$ cat src/rtl/wb_pkg.sv
// Shared constants and the queued-write entry type for the register-file write-back path.
package wb_pkg;
    localparam int DATA_W   = 16;
    localparam int REG_AW   = 3;
    localparam int NUM_REGS = 2 ** REG_AW;
    localparam int WB_DEPTH = 4;

    typedef struct packed {
        logic              live;
        logic [REG_AW-1:0] rd;
        logic [DATA_W-1:0] data;
    } wb_entry_t;
endpackage

$ cat src/rtl/wb_load_fifo.sv
// In-order load-result queue with per-entry kill by destination register and busy-bit reduction.
module wb_load_fifo
    import wb_pkg::*;
#(
    parameter int DEPTH = WB_DEPTH
) (
    input  logic                     clk,
    input  logic                     rst,
    input  logic                     enq,
    input  logic [REG_AW-1:0]        enq_rd,
    input  logic [DATA_W-1:0]        enq_data,
    input  logic                     deq,
    input  logic                     squash,
    input  logic [REG_AW-1:0]        squash_rd,
    output wb_entry_t                head,
    output logic                     empty,
    output logic                     ready,
    output logic [$clog2(DEPTH):0]   count,
    output logic [NUM_REGS-1:0]      busy
);
    localparam int PW = $clog2(DEPTH);
    localparam logic [PW:0] FULL_CNT = (PW + 1)'(DEPTH);

    logic [REG_AW-1:0] rd_mem   [DEPTH];
    logic [DATA_W-1:0] data_mem [DEPTH];
    logic [DEPTH-1:0]  live;
    logic [PW-1:0]     wr_ptr;
    logic [PW-1:0]     rd_ptr;

    // Kill is applied before the enqueue so a same-edge load with the squashed rd stays live.
    always_ff @(posedge clk) begin
        if (rst) begin
            live   <= '0;
            wr_ptr <= '0;
            rd_ptr <= '0;
            count  <= '0;
        end else begin
            for (int i = 0; i < DEPTH; i++) begin
                if (squash && live[i] && rd_mem[i] == squash_rd)
                    live[i] <= 1'b0;
            end
            if (deq) begin
                live[rd_ptr] <= 1'b0;
                rd_ptr       <= rd_ptr + 1'b1;
            end
            if (enq) begin
                live[wr_ptr] <= 1'b1;
                wr_ptr       <= wr_ptr + 1'b1;
            end
            case ({enq, deq})
                2'b10:   count <= count + 1'b1;
                2'b01:   count <= count - 1'b1;
                default: count <= count;
            endcase
        end
    end

    always_ff @(posedge clk) begin
        if (enq) begin
            rd_mem[wr_ptr]   <= enq_rd;
            data_mem[wr_ptr] <= enq_data;
        end
    end

    always_comb begin
        busy = '0;
        for (int i = 0; i < DEPTH; i++) begin
            if (live[i])
                busy[rd_mem[i]] = 1'b1;
        end
    end

    assign head  = '{live: live[rd_ptr], rd: rd_mem[rd_ptr], data: data_mem[rd_ptr]};
    assign empty = (count == '0);
    assign ready = (count < FULL_CNT);
endmodule

$ cat src/rtl/wb_write_arbiter.sv
// Register-file write-port arbiter: ALU results first, then queued loads in order.
// Optional WB_BYPASS_EN lets a load skip the empty queue when the ALU is idle.
module wb_write_arbiter
    import wb_pkg::*;
#(
    parameter int DEPTH = WB_DEPTH
) (
    input  logic                   clk,
    input  logic                   rst,
    input  logic                   alu_valid,
    input  logic [REG_AW-1:0]      alu_rd,
    input  logic [DATA_W-1:0]      alu_data,
    input  logic                   ld_valid,
    input  logic [REG_AW-1:0]      ld_rd,
    input  logic [DATA_W-1:0]      ld_data,
    output logic                   ld_ready,
    output logic                   rf_we,
    output logic [REG_AW-1:0]      rf_rd,
    output logic [DATA_W-1:0]      rf_wdata,
    output logic [NUM_REGS-1:0]    busy,
    output logic [$clog2(DEPTH):0] fifo_count
);
    wb_entry_t head;
    logic      fifo_empty;
    logic      bypass_take;
    logic      enq;
    logic      deq;

`ifdef WB_BYPASS_EN
    assign bypass_take = ld_valid & fifo_empty & ~alu_valid;
`else
    assign bypass_take = 1'b0;
`endif

    assign enq = ld_valid & ld_ready & ~bypass_take;
    assign deq = ~alu_valid & ~fifo_empty;

    wb_load_fifo #(.DEPTH(DEPTH)) u_fifo (
        .clk       (clk),
        .rst       (rst),
        .enq       (enq),
        .enq_rd    (ld_rd),
        .enq_data  (ld_data),
        .deq       (deq),
        .squash    (alu_valid),
        .squash_rd (alu_rd),
        .head      (head),
        .empty     (fifo_empty),
        .ready     (ld_ready),
        .count     (fifo_count),
        .busy      (busy)
    );

    // Output register stage: a killed head consumes its slot but produces no write.
    always_ff @(posedge clk) begin
        if (rst) begin
            rf_we    <= 1'b0;
            rf_rd    <= '0;
            rf_wdata <= '0;
        end else if (alu_valid) begin
            rf_we    <= 1'b1;
            rf_rd    <= alu_rd;
            rf_wdata <= alu_data;
        end else if (!fifo_empty) begin
            rf_we <= head.live;
            if (head.live) begin
                rf_rd    <= head.rd;
                rf_wdata <= head.data;
            end
        end else if (bypass_take) begin
            rf_we    <= 1'b1;
            rf_rd    <= ld_rd;
            rf_wdata <= ld_data;
        end else begin
            rf_we <= 1'b0;
        end
    end
endmodule

$ cat config.mk
export PLATFORM = sky130hd
export DESIGN_NAME = wb_write_arbiter
export DESIGN_NICKNAME = d
export VERILOG_FILES = /design/src/rtl/wb_pkg.sv /design/src/rtl/wb_load_fifo.sv /design/src/rtl/wb_write_arbiter.sv
export SDC_FILE = /design/constraint.sdc
export NUM_CORES = 1
export LEC_CHECK = 0
export CORE_ASPECT_RATIO = 1.5
export CORE_MARGIN = 8
export CORE_UTILIZATION = 39
export DETAILED_ROUTE_END_ITERATION = 10
export PLACE_DENSITY = 0.67
export SYNTH_ARGS = -nofsm -noshare
export SYNTH_HDL_FRONTEND = slang
export SYNTH_SLANG_ARGS = --single-unit
$ cat constraint.sdc
create_clock -name clk -period 4.53 [get_ports clk]
set_clock_uncertainty 0.15 [all_clocks]
set_input_delay 0.6795 -clock clk [delete_from_list [all_inputs] [get_ports clk]]
set_output_delay 0.6795 -clock clk [all_outputs]
set_load 0.05 [all_outputs]
==> impl_metrics.toml <==
[critical_path]
reg2regPathDepth = 3
crit_path_start_kind = "flop"
crit_path_max_fanout = 8
critical_path_end_type = "output port"
critPathArrivalTime_ns = 2.32
worst_setup_path_startpoint = "u_fifo.rd_mem[2][1]"
required_time_of_the_critical_path_ns = 3.70
path_class = "reg -> out"
reg2reg_launch_point = "u_fifo.count[2]"

[cells_and_area]
mostFrequentLayoutCells = "76 x edfxtp_1, 73 x clkdlybuf4s50_1, 39 x mux2i_1"
mostFrequentLayoutCell = "edfxtp_1"
final_nets = 474
regArea_um2 = 2944
final_layout_size_suffix_gt1_frac = 0.05386
synthToLayoutAreaGrowth_pct = 23.52
multi_input_area_um2 = 1669
fill_cells = 1086
antennaDiodeCount = 0

[clocking]
cts_tree = "yes"
clk_transition_reported_paths_ns = 0.07
cts-htree-levels = 3
cts_buffer_depth = 2
clkSinkCount = 109
post_cts_resize_count = 0
postCtsSetupBuffers = 0
cts_inserted_buffers = 9
clk-insertion-delay-late_ns = 0.34
hold_buffers = 0
library_cell_used_as_clock_root_buffer = "clkbuf_16"

[drt]
drt_pre_antenna_iters = 4
routed_wire_length_per_instance_um = 19.96
drtIter0Drc = 160
drc = 0
num_vias = 3192
vias_per_cell = 5.503
ant_nets = 0
detail_route.wirelength_um = 11570

[power_and_ir_drop]
power-per-cell-area_nw_per_um2 = 491.2
leakage_nw = 1.976
design_power_total_mw = 2.915
ir_drop_mv = 0.2595

[outcome]
outcome = "finished, final reports clean"

[floorplan]
dieWidth_um = 106.6
die_height_um = 151.9
ioPinCount = 74
initial_utilization = 0.3998
std_cell_rows = 49
die_area_um2 = 16200
standard_cell_core_area_um2 = 12020

[yosys]
fraction_of_the_mapped_netlist_area_in_simple_logic_gates = 0.05391
synth_adder_area_share = 0.02760
synth.net_count = 415
main_combinational_cell_family_by_area_after_synthesis = "compound AO/OA/AOI/OAI gates"
synth_area_leaders = "edfxtp_1 48%, dfxtp_1 14%, mux2i_1 8.1%"
post_synth.cell_area_avg_um2 = 13.24
synth_register_bits = 109
synth_xor_xnor_area_share = 0.02734
mappedNetlistArea_um2 = 4805
muxShareOfSynthArea = 0.08594
synth_top_area_frac = 0.4750
yosysUniqueCellTypes = 40
post_synth_inst_count = 363
synth.yosys.seq_area_share = 0.6125
synth-compound-area-share = 0.1521
yosysTopAreaCell = "edfxtp_1"
yosys_warns = 0

[min_path]
min_path_type = "reg -> reg"
hold_depth = 1
worstHoldStart = "rf_wdata[4]"

[grt]
global_route_wire_length_before_repair_um = 18280
globalRouteOverflowTotal = 0
first_global_vias = 3473
gr-usage-all-layers = 0.1457
antenna_found_initial = 0
grt_start_max_net_pins = 39

[placed_design]
placement.setup.worst_slack_ns = 1.296
place.port_buffers = 73
place_congestion = 0.8722
dpl.hpwl_um = 8061

[job]
cap_violations = 0

[timing]
slew_headroom = 0.3334
setup-tns-final_ns = 0
setup_viol_count_final = 0
rsz0062_at_grt = "false"
drv_slew = 0
worst-slew-pin-transition_ns = 0.9967
maxClockFrequency_ghz = 0.3172
post-route-period-util = 0.6959
period_minus_slack_ns = 3.152
finalHoldViolCount = 0
setup_slack_ns = 1.378
path summary, 6_finish.rpt:
kind	to	slack, ns
setup reg to reg	u_fifo.data_mem[0][6]	2.09
hold reg to reg	rf_wdata[4]	0.32
setup / recovery	busy[1]	1.38
hold / removal	rf_wdata[4]	0.32
Yosys cell counts, drive strengths merged:
| cell type | instances |
|---|---|
| nor2 | 7 |
| o31ai | 4 |
| nor2b | 6 |
| o21ai | 3 |
| and4b | 2 |
| mux2i | 39 |
| o32ai | 2 |
| o311ai | 1 |
| nor3 | 6 |
| nor3b | 2 |
| xnor2 | 1 |
| a211o | 1 |
| edfxtp | 76 |
| a31oi | 2 |
| o32a | 2 |
| dfxtp | 33 |
| o22a | 1 |
| mux4 | 1 |
| a221oi | 4 |
| xor2 | 14 |
| clkbuf | 21 |
| a211oi | 1 |
| a2bb2oi | 19 |
| ha | 9 |
| fa | 1 |
| nand2b | 6 |
| or4 | 1 |
| a2111oi | 4 |
| inv | 20 |
| or3 | 3 |
| nand3 | 3 |
| a32o | 19 |
| a21o | 1 |
| a21oi | 24 |
| o211ai | 1 |
| buf | 7 |
| nand2 | 13 |
| o221ai | 3 |
critical path, cell delays in order, from the launching register on:
cell	delay [ns]
edfxtp_1	0.54
nand2b_1	0.23
o32a_1	0.19
o311ai_0	0.13
clkdlybuf4s50_1	0.90
registers in the layout (all words and copies together), names as in the netlist, named ones only:
signal / count
rf_we: 1
u_fifo.rd_mem: 12
u_fifo.data_mem: 64
u_fifo.rd_ptr: 2
rf_rd: 3
u_fifo.wr_ptr: 2
rf_wdata: 16
u_fifo.live: 4
u_fifo.count: 3
stage by stage:
stage	hold slack [ns]	utilization	area, um2	instances
4_1_cts	0.3252	0.4939	5934	580
2_1_floorplan	0.3437	-	4805	363
3_5_place_dp	0.3088	0.4688	5633	564
3_3_place_gp	0.3076	0.4688	5633	564
5_1_grt	0.3459	0.4939	5934	580
6_report	0.3225	0.4939	5934	580
per-layer routing:
layer  up-vias  GRT usage  wire length (um)  part of all wire
met5         -          0                 0                 0
met4         0    0.07205               297             0.026
met3        18    0.03175               448             0.039
met2        72     0.2609              6579              0.57
met1      1593     0.1551              4250              0.37
li1       1509          -                 -                 -
where the power goes:
| group | internal [mW] | total, mW | leakage (nW) | switching (mW) |
|---|---|---|---|---|
| Combinational | 0.296 | 0.817 | 0.862 | 0.521 |
| Clock | 0.448 | 0.793 | 0.144 | 0.345 |
| Sequential | 1.22 | 1.31 | 0.970 | 0.0859 |
cells by family after synthesis:
family,after synthesis
flip-flops,109
AO/OA/AOI/OAI,92
AND/OR/NAND/NOR,49
buffers and inverters,48
multiplexers,40
XOR/XNOR,15
adder cells (fa/ha/maj),10
area by class of cell:
| type | count | share of cell area |
|---|---|---|
| clock buffers | 12 | 0.04153 |
| clock inverters | 4 | 0.009277 |
| inverters | 20 | 0.01265 |
| multi-input cells | 206 | 0.2813 |
| flip-flops and latches | 109 | 0.4961 |
| well taps | 153 | 0.03226 |
| repair buffers | 76 | 0.1269 |
(Power assumes the default switching activity.)
